$ cat src/rtl/pi1_rgbled.sv
// PI1 slave driving a three-channel PWM RGB LED with frame-synchronous
// duty updates and a frame-counted blink generator.
//
// Blink state machine (advances only at frame boundaries):
//   state  | meaning
//   ST_ON  | PWM drives the LEDs; counts ON frames
//   ST_OFF | LEDs forced off; counts OFF frames
module pi1_rgbled #(
  parameter int ARCHBITSZ = 32,
  parameter int ADDRBITSZ = ARCHBITSZ - 2
) (
  input  logic                   clk_i,
  input  logic                   rst_i,
  input  logic [1:0]             pi1_op_i,
  input  logic [ADDRBITSZ-1:0]   pi1_addr_i,
  input  logic [ARCHBITSZ-1:0]   pi1_data_i,
  output logic [ARCHBITSZ-1:0]   pi1_data_o,
  input  logic [ARCHBITSZ/8-1:0] pi1_sel_i,
  output logic                   pi1_rdy_o,
  output logic [ADDRBITSZ-1:0]   pi1_mapsz_o,
  output logic                   led_red_n,
  output logic                   led_green_n,
  output logic                   led_blue_n
);

  typedef enum logic {ST_ON = 1'b0, ST_OFF = 1'b1} blink_st_t;

  logic [23:0]          r_duty;
  logic [15:0]          r_presc;
  logic [15:0]          r_blink_on;
  logic [15:0]          r_blink_off;
  logic [7:0]           r_sh_red, r_sh_green, r_sh_blue;
  logic [15:0]          r_prescnt;
  logic [7:0]           r_phase;
  blink_st_t            r_blink_st;
  logic [15:0]          r_blink_cnt;
  logic [ARCHBITSZ-1:0] r_data_o;
  logic                 r_rdy;
  logic                 r_led_red, r_led_green, r_led_blue;

  logic                 w_wr, w_rd;
  logic [1:0]           w_addr;
  logic                 w_wr_duty, w_wr_presc, w_wr_blink, w_blink_touch;
  logic                 w_tick, w_frame;
  logic [15:0]          w_cnt_inc;
  logic [ARCHBITSZ-1:0] w_rdata;
  logic                 w_unused;

  // op bit 0 = write, bit 1 = read (RW sets both)
  assign w_wr          = pi1_op_i[0];
  assign w_rd          = pi1_op_i[1];
  assign w_addr        = pi1_addr_i[1:0];
  assign w_wr_duty     = w_wr && (w_addr == 2'd0);
  assign w_wr_presc    = w_wr && (w_addr == 2'd1);
  assign w_wr_blink    = w_wr && (w_addr == 2'd2);
  assign w_blink_touch = w_wr_blink && (|pi1_sel_i);
  assign w_tick        = (r_prescnt == 16'd0);
  assign w_frame       = w_tick && (r_phase == 8'hFF);
  assign w_cnt_inc     = r_blink_cnt + 16'd1;
  assign w_unused      = ^pi1_addr_i[ADDRBITSZ-1:2];

  assign pi1_mapsz_o = ADDRBITSZ'(4);
  assign pi1_data_o  = r_data_o;
  assign pi1_rdy_o   = r_rdy;
  assign led_red_n   = r_led_red;
  assign led_green_n = r_led_green;
  assign led_blue_n  = r_led_blue;

  // read mux over the current (pre-write) register contents
  always_comb begin
    w_rdata = '0;
    case (w_addr)
      2'd0: w_rdata[23:0] = r_duty;
      2'd1: w_rdata[15:0] = r_presc;
      2'd2: w_rdata[31:0] = {r_blink_off, r_blink_on};
      default: w_rdata[31:0] = {r_blink_cnt, 7'd0, (r_blink_st == ST_ON), r_phase};
    endcase
  end

  // configuration registers with byte-enable writes
  always_ff @(posedge clk_i or negedge rst_i) begin
    if (!rst_i) begin
      r_duty      <= '0;
      r_presc     <= '0;
      r_blink_on  <= '0;
      r_blink_off <= '0;
    end else begin
      if (w_wr_duty) begin
        if (pi1_sel_i[0]) r_duty[7:0]   <= pi1_data_i[7:0];
        if (pi1_sel_i[1]) r_duty[15:8]  <= pi1_data_i[15:8];
        if (pi1_sel_i[2]) r_duty[23:16] <= pi1_data_i[23:16];
      end
      if (w_wr_presc) begin
        if (pi1_sel_i[0]) r_presc[7:0]  <= pi1_data_i[7:0];
        if (pi1_sel_i[1]) r_presc[15:8] <= pi1_data_i[15:8];
      end
      if (w_wr_blink) begin
        if (pi1_sel_i[0]) r_blink_on[7:0]   <= pi1_data_i[7:0];
        if (pi1_sel_i[1]) r_blink_on[15:8]  <= pi1_data_i[15:8];
        if (pi1_sel_i[2]) r_blink_off[7:0]  <= pi1_data_i[23:16];
        if (pi1_sel_i[3]) r_blink_off[15:8] <= pi1_data_i[31:24];
      end
    end
  end

  // prescaler, phase counter and frame-boundary shadow capture of DUTY;
  // a PRESC write only lands on the next reload since the count is left alone
  always_ff @(posedge clk_i or negedge rst_i) begin
    if (!rst_i) begin
      r_prescnt  <= '0;
      r_phase    <= '0;
      r_sh_red   <= '0;
      r_sh_green <= '0;
      r_sh_blue  <= '0;
    end else if (w_tick) begin
      r_prescnt <= r_presc;
      r_phase   <= r_phase + 8'd1;
      if (w_frame) begin
        r_sh_red   <= r_duty[7:0];
        r_sh_green <= r_duty[15:8];
        r_sh_blue  <= r_duty[23:16];
      end
    end else begin
      r_prescnt <= r_prescnt - 16'd1;
    end
  end

  // blink state machine and registered active-low LED drives
  always_ff @(posedge clk_i or negedge rst_i) begin
    if (!rst_i) begin
      r_blink_st  <= ST_ON;
      r_blink_cnt <= '0;
      r_led_red   <= 1'b1;
      r_led_green <= 1'b1;
      r_led_blue  <= 1'b1;
    end else begin
      r_led_red   <= !((r_blink_st == ST_ON) && (r_phase < r_sh_red));
      r_led_green <= !((r_blink_st == ST_ON) && (r_phase < r_sh_green));
      r_led_blue  <= !((r_blink_st == ST_ON) && (r_phase < r_sh_blue));
      if (w_blink_touch) begin
        r_blink_st  <= ST_ON;
        r_blink_cnt <= '0;
      end else if (w_frame) begin
        case (r_blink_st)
          ST_ON: begin
            // ON=0 naturally matches after the 16-bit count wraps (65536 frames)
            if ((w_cnt_inc == r_blink_on) && (r_blink_off != 16'd0)) begin
              r_blink_st  <= ST_OFF;
              r_blink_cnt <= '0;
            end else begin
              r_blink_cnt <= w_cnt_inc;
            end
          end
          default: begin
            if (w_cnt_inc == r_blink_off) begin
              r_blink_st  <= ST_ON;
              r_blink_cnt <= '0;
            end else begin
              r_blink_cnt <= w_cnt_inc;
            end
          end
        endcase
      end
    end
  end

  // bus response: always ready out of reset, registered read data
  always_ff @(posedge clk_i or negedge rst_i) begin
    if (!rst_i) begin
      r_rdy    <= 1'b0;
      r_data_o <= '0;
    end else begin
      r_rdy <= 1'b1;
      if (w_rd) r_data_o <= w_rdata;
    end
  end

endmodule
$ cat config.mk
export PLATFORM = sky130hd
export DESIGN_NAME = pi1_rgbled
export DESIGN_NICKNAME = d
export VERILOG_FILES = /design/src/rtl/pi1_rgbled.sv
export SDC_FILE = /design/constraint.sdc
export NUM_CORES = 1
export LEC_CHECK = 0
export ABC_AREA = 1
export BUFFER_PORTS_ARGS = -buffer_cell sky130_fd_sc_hd__buf_2
export CAP_MARGIN = 20
export CORE_ASPECT_RATIO = 1.2
export CORE_UTILIZATION = 52
export CTS_CLUSTER_DIAMETER = 120
export DETAILED_ROUTE_END_ITERATION = 10
export GPL_ROUTABILITY_DRIVEN = 0
export PLACE_DENSITY_LB_ADDON = 0.15
export SLEW_MARGIN = 20
export SYNTH_ARGS = -nofsm -noshare
export SYNTH_HDL_FRONTEND = slang
export SYNTH_SLANG_ARGS = --single-unit
$ cat constraint.sdc
create_clock -name clk_i -period 2.1 [get_ports clk_i]
set_clock_uncertainty 0.15 [all_clocks]
set_input_delay 0.42 -clock clk_i [delete_from_list [all_inputs] [get_ports clk_i]]
set_output_delay 0.42 -clock clk_i [all_outputs]
set_load 0.02 [all_outputs]
==> reports/results.tsv, run 1 <==
metric	value	unit
post-synthesis cell area	9313	µm²
width of the die	124.2	µm
CTS buffer count	17	
post-DP HPWL	18340	µm
Hold Vio Cnt, Final	0	
Setup-failing EPs final	32	
sequential share of power	45.3	%
via density per instance	5.460	
Cells after Synth	1166	
net switching power	0.003185	W
H-tree depth	4	
Hold Crit Class	in -> reg	
Achievable Freq	0.4297	GHz
status	finished with violations	
Gate power share	23.6	%
root buffer cell	clkbuf_16	
drt wl/cell	17.30	µm
static leakage	6.107	nW
Synth-to-Final Area Change	29.14	%
Avg Cell Area, Syn	7.987	µm²
n_diodes	0	
Placement Rows	53	
Clock Latency Late Sink	440	ps
number of global-route vias before repair	8125	
Unique masters post-synth	51	
Setup WS post-layout	-227.1	ps
Worst Tran Pin Value	560.6	ps
Crit Path Max Fanout	8	
top cell type's share of synthesized area	45.68	%
Setup TNS	-4589	ps
port bufs	77	
post-route ant nets	0	
min cycle time layout	2327	ps
r2r startpoint	r_blink_cnt[1]$_DFFE_PN0P_	
Fillers	1441	
hold path start	pi1_data_i[28]	
die area	18450	µm²
routed wire length	27580	µm
Remaining DRCs	0	
drt pass-1 iters	7	
CTS tree	built	
Slew Viols, Final	0	
antenna violations before repair	0	
RSZ-0062 raised after global routing	yes	
die height	148.6	µm
clock sinks	173	
CP max stage delay	400	ps
number of I/O pins	136	
crit path launch	r_blink_cnt[1]$_DFFE_PN0P_	
relative slew slack	62.54	%
post-layout util	68.70	%
yosys warns	0	
P per Cell Area	795.5	nW/µm²
fin area	12030	µm²
Startpoint Class	flop	
Starting Density	53.19	%
CP Capture Type	flop	
violated checks	setup timing	
deepest clock path buffer count	2	
area occupied by registers	4338	µm²
Area contributors post-synth	dfrtp_1 46%, nand2_1 14%, o21ai_0 6.9%	
switching part of the total	33.29	%
placed inst area	10620	µm²
layout cells sized above 1	28.38	%
Max-Cap Viols	0	
GR Util All Layers	30.48	%
first-pass GRT wire length	42020	µm
vias after detailed routing	8703	
Placeable Area	17510	µm²
initial DRC count	687	
Critical Path AT	2510	ps
Reg clk slew, reported paths	70	ps
Int Power	0.006382	W
Worst Setup Path Type	reg -> reg	
crit-path cells	ha_4 > nand2_4 > nor2_4 > nand2_1 > nand2_2 > nand2_2 > nand2_1 > nand2_2 > nor2_2 > nand3_2 > nor2_4 > nand3_4 > nand2_2 > nand2_1	
Worst EP required	2280	ps
IR Drop Worst-Case VDD	0.0005483	V
CP most frequent cell	nand2_2	
maximum number of pins on one net before global-route repair	47	
CP max stage cell	dfrtp_1	
multi-input logic area	4703	µm²
clock power share	31.2	%
sequential area share after synthesis	46.53	%
Final period util	110.8	%
cell taking the most area after synthesis	dfrtp_1	
synthesized flop and latch total	173	
GRT overflow	0	
Nets	1456	
## worst paths after layout
| check | to | slack [ps] | cells after the start |
|---|---|---|---|
| setup / recovery | r_blink_cnt[2]$_DFFE_PN0P_ | -230 | 14 |
| hold / removal | r_blink_off[12]$_DFFE_PN0P_ | 70 | 3 |
| setup reg to reg | r_blink_cnt[2]$_DFFE_PN0P_ | -230 | 14 |
| hold reg to reg | pi1_data_o[21]$_DFFE_PN0P_ | 330 | 2 |
| max in group asynchronous | led_blue_n$_DFF_PN1_ | 860 | 3 |
| min in group asynchronous | r_sh_red[2]$_DFFE_PN0P_ | 340 | 2 |
## final cells by class
type,instances,area share (%)
tap,220,2.289
clock buffer,19,3.766
inverter,122,3.870
multi-input combinational,835,39.11
sequential,173,36.07
timing repair buffer,213,14.17
clock inverter,12,0.7283
## flip-flops by register name (all words and copies together) (netlist names), 16 cells and up
signal       flops
r_duty          24
pi1_data_o      32
r_presc         16
r_blink_cnt     16
r_blink_on      16
r_blink_off     16
r_prescnt       16
## layout by cell type (no fill, tap or decap), drive strengths merged, types with 15 or more instances in the layout
cell / count
nand3: 80
nand2: 347
inv: 124
o21ai: 128
ha: 24
nand4: 15
buf: 210
a21oi: 47
conb: 31
nor2: 88
dfrtp: 170
clkbuf: 21
## layer usage
metal,GRT usage (%),vias to the layer above,wire [µm]
met1,40.17,4129,11510
met3,5.138,83,1549
met5,0,-,0
li1,-,4135,-
met4,15.36,0,1357
met2,48.07,356,13160
## synthesized netlist by cell type (all sizes together)
cell	instances
nor2	88
o31ai	1
o21a	1
nand2	347
xor3	1
nor3b	1
and2	1
inv	121
o22ai	1
dfstp	3
conb	2
xor2	13
nor4	1
o2111ai	1
nand4	15
nor3	4
a22o	4
o21ai	128
clkbuf	26
nand3	79
buf	40
a21boi	1
o21bai	1
ha	24
o41ai	1
a221oi	11
xnor3	1
clkinv	1
xnor2	6
o211ai	3
dfrtp	170
or2	2
a211oi	2
nand3b	6
a31oi	12
a21oi	47
## cell families after synthesis
| group | Yosys count | synth area share [%] |
|---|---|---|
| simple gates | 544 | 25.59 |
| compound gates | 214 | 13.09 |
| buf+inv | 188 | 9.203 |
| flops | 173 | 46.53 |
| fa+ha+maj | 24 | 3.225 |
| xor+xnor | 21 | 2.284 |
| other cells | 2 | 0.08064 |
## power groups by stage
stage	Sequential [W]	Combinational, W	Clock [W]
after floorplan	0.00438	0.00116	0
after global placement	0.00433	0.00204	0
after detailed placement	0.00433	0.00209	0
after CTS	0.00429	0.00215	0.00300
after global routing	0.00439	0.00251	0.00314
final	0.00433	0.00225	0.00298
## critical path, delay by kind of cell (launching register included)
kind | cells | cell delay (ps)
AND/OR/NAND/NOR | 13 | 1460
flip-flops | 1 | 400
adder cells (fa/ha/maj) | 1 | 200
## timing repair
item,4_1_cts,5_1_grt
setup endpoints to repair,41,46
endpoints found under the hold margin,40,0
gates cloned,6,2
buffers inserted,10,18
hold buffers,1,0
pin swaps,17,32
gates resized for setup,48,124
## through the flow
| step | std cells | hold slack, ps | total power (W) | worst slack (ps) |
|---|---|---|---|---|
| after floorplan | 1195 | -25.59 | 0.005540 | -18.54 |
| after global placement | 1531 | 246.8 | 0.006366 | -186.8 |
| after detailed placement | 1531 | 247.5 | 0.006428 | -232.7 |
| after CTS | 1579 | 64.25 | 0.009437 | -189.7 |
| after global routing | 1594 | 84.97 | 0.01004 | -314.1 |
| final | 1594 | 71.46 | 0.009567 | -227.1 |
Power figures use the tool's default switching activity.
==> run 2: changes to the inputs <==
- ABC_AREA: 1 -> not set
==> run 2 against run 1 <==
  * Register-to-register slack worse by 440 ps
  * The flow still finishes with violations (setup timing)
  * Cell area up 8.6%
  * Combinational power up 35%
  * Global-route usage up 1.7 points
  * Critical endpoint is now r_blink_cnt[15]$_DFFE_PN0P_
  * Power up 15%
  * Via count down 7.5%
  * Synthesized area up 0.77%
  * Utilization up 5.6 points
==> reports/results.tsv, run 2 <==
metric	value	unit	change
violated checks	setup timing		
Setup-failing EPs final	67		+110%
most frequent cells in the layout	168 x buf_4, 162 x dfrtp_1, 88 x mux2_2		
Setup WS post-layout	-671.9	ps	-444.8 ps
fin cells	1361		-15%
Largest register FFs	32		unchanged
Max-Cap Viols	0		unchanged
top cell type's share of synthesized area	45.33	%	-0.35 points
drt pass-1 iters	5		-2
Achievable Freq	0.3608	GHz	-16%
clock sinks	173		unchanged
Synth Area in Adders	3.200	%	-0.025 points
status	finished with violations		
switching part of the total	32.10	%	-1.2 points
die area	18590	µm²	+0.75%
IR Drop Worst-Case VDD	0.0006172	V	+13%
Worst R2R Path Depth	9		-5
Placeable Area	17570	µm²	+0.38%
Hold Vio Cnt, Final	0		unchanged
drt wl/cell	21.93	µm	+27%
Critical Path AT	2950	ps	+440 ps
Gate power share	27.6	%	+4.0 points
Fillers	1161		-19%
sequential share of power	41.6	%	-3.7 points
number of global-route vias before repair	8231		+1.3%
critical path depth in cells	9		-5
Avg Cell Area, Syn	10.80	µm²	+35%
Hold Path Cell Cnt	2		-1
first-pass GRT wire length	45300	µm	+7.8%
Synth-to-Final Area Change	39.13	%	
static leakage	6.013	nW	-1.5%
area occupied by registers	4343	µm²	+0.12%
compound-gate portion of the synthesized area	11.97	%	-1.1 points
Synth Flop Type	dfrtp_1		
deepest clock path buffer count	2		unchanged
width of the die	124.6	µm	+0.37%
Nets	1222		-16%
number of I/O pins	136		unchanged
cell taking the most area after synthesis	dfrtp_1		
relative slew slack	65.54	%	+3.0 points
async set or reset register ratio after synthesis	100.0	%	unchanged
Remaining DRCs	0		unchanged
min cycle time layout	2772	ps	+444.8 ps
Hold Crit Class	in -> reg		
CP max stage cell	or4_4		
n_diodes	0		unchanged
yosys warns	0		unchanged
mux cell area share after synthesis	15.00	%	+15 points
Reg clk slew, reported paths	70	ps	about the same
net switching power	0.003539	W	+11%
Hold WS	65.66	ps	-5.794 ps
via density per instance	5.913		+8.3%
Slew Viols, Final	0		unchanged
CTS buffer count	17		unchanged
Worst Tran Pin Value	516.8	ps	-43.74 ps
post-synthesis cell area	9384	µm²	+0.77%
CP max stage delay	460	ps	+60 ps
post-layout util	74.30	%	+5.6 points
antenna violations before repair	0		unchanged
clock power share	30.8	%	-0.4 points
initial DRC count	460		-33%
count leader, synth	dfrtp_1		
Final period util	132.0	%	+21 points
Startpoint Class	flop		
post-synthesis simple-gate area fraction	12.99	%	-13 points
vias after detailed routing	8048		-7.5%
crit path buf inv count	0		unchanged
routed wire length	29840	µm	+8.2%
RSZ-0062 raised after global routing	yes		
CP Capture Type	flop		
H-tree depth	4		unchanged
post-route ant nets	0		unchanged
post-DP HPWL	20200	µm	+10%
GR Util All Layers	32.21	%	+1.7 points
P per Cell Area	844.5	nW/µm²	+6.2%
Placement Rows	53		unchanged
synthesized flop and latch total	173		unchanged
port bufs	77		unchanged
number of synthesized flops with an enable pin	0		unchanged
most common cell after layout, fill and taps aside	buf_4		
CP most frequent cell	nand3_4		
Synth Area in XOR/XNOR	4.107	%	+1.8 points
largest family of logic cells by synthesized area	multiplexers		
die height	149.2	µm	+0.38%
Worst Setup Path Type	reg -> reg		
Starting Density	53.40	%	+0.21 points
layout cells sized above 1	49.87	%	+21 points
Inst Count DP	1290		-16%
root buffer cell	clkbuf_16		
pre-CTS WS	-719.5	ps	-486.8 ps
Setup TNS	-25610	ps	-21030 ps
Int Power	0.007486	W	+17%
multi-input logic area	5314	µm²	+13%
maximum number of pins on one net before global-route repair	62		+32%
Top Family by Delay on Critical Path	simple AND/OR/NAND/NOR gates		
Clock Latency Late Sink	430	ps	about the same
crit-path cells	ha_4 > nand3_4 > or4_4 > a21oi_2 > a311oi_1 > and4bb_2 > a31oi_4 > nand3_4 > o31ai_2		
Worst EP required	2280	ps	about the same
Area contributors post-synth	dfrtp_1 45%, mux2_2 11%, xnor2_1 3.3%		
most frequent cells after synthesis	170 x dfrtp_1, 91 x mux2_2, 61 x nor2_1, 52 x nand2_1		
Crit Path Max Fanout	8		unchanged
Cells after Synth	869		-25%
GRT overflow	0		unchanged
CTS tree	built		
Unique masters post-synth	73		+43%
sequential area share after synthesis	46.17	%	-0.35 points
[run 2: cell count changes after synthesis, sizes merged, moves of 11 or more]
| cell | delta |
|---|---|
| xnor2 | +29 |
| inv | -82 |
| o21ai | -84 |
| a22oi | +12 |
| a32oi | +11 |
| mux2 | +91 |
| nand2 | -294 |
| nand3 | -68 |
| a21o | +19 |
| mux2i | +18 |
| nor2 | -27 |
| buf | +13 |
[run 2: cell families after synthesis]
kind of cell / Yosys count
xor+xnor: 44
simple gates: 219
buf+inv: 118
other cells: 2
fa+ha+maj: 24
mux: 118
compound gates: 171
flops: 173
[run 2: final cells by class]
type / count / share of cell area [%]
Timing Repair Buffer: 287 / 17.96
Clock buffer: 19 / 3.469
Tap cell: 220 / 2.108
Clock inverter: 13 / 1.380
Inverter: 39 / 1.121
Multi-Input combinational cell: 610 / 40.70
Sequential cell: 173 / 33.26
[run 2: final timing paths]
path	startpoint	endpoint	slack, ps
worst min register to register	pi1_data_o[0]$_DFFE_PN0P_	pi1_data_o[0]$_DFFE_PN0P_	350
min in group asynchronous	rst_i	r_sh_red[4]$_DFFE_PN0P_	290
max in group asynchronous	rst_i	led_blue_n$_DFF_PN1_	820
worst max register to register	r_blink_cnt[0]$_DFFE_PN0P_	r_blink_cnt[15]$_DFFE_PN0P_	-670
worst max-delay path	r_blink_cnt[0]$_DFFE_PN0P_	r_blink_cnt[15]$_DFFE_PN0P_	-670
worst min-delay path	pi1_data_i[26]	r_blink_off[10]$_DFFE_PN0P_	70
[run 2: through the flow]
stage | total power (W) | cell area, µm²
CTS | 0.01078 | 12630
global placement | 0.007169 | 11220
floorplan | 0.006012 | 9692
finish | 0.01103 | 13060
detailed placement | 0.007220 | 11220
global route | 0.01146 | 13060
[run 2: metal layers]
metal	GRT usage (%)	wire (µm)	up-vias
met5	0	0	-
met4	18.61	1610	0
met3	5.488	1498	107
met2	56.74	15440	357
met1	37.04	11290	4009
li1	-	-	3575
[run 2: power groups by stage]
stage	Sequential, W	Combinational (W)	Clock [W]
after global routing	0.00464	0.00327	0.00355
after global placement	0.00450	0.00267	0
after detailed placement	0.00452	0.00270	0
final	0.00458	0.00304	0.00340
after floorplan	0.00459	0.00142	0
after CTS	0.00449	0.00287	0.00342
[run 2: timing repair]
item,CTS,global route
endpoints found under the hold margin,29,0
cloned,8,1
endpoints found under the setup margin,67,68
hold buffers,1,0
gates resized for setup,97,98
pin swaps,45,33
setup buffers,22,14
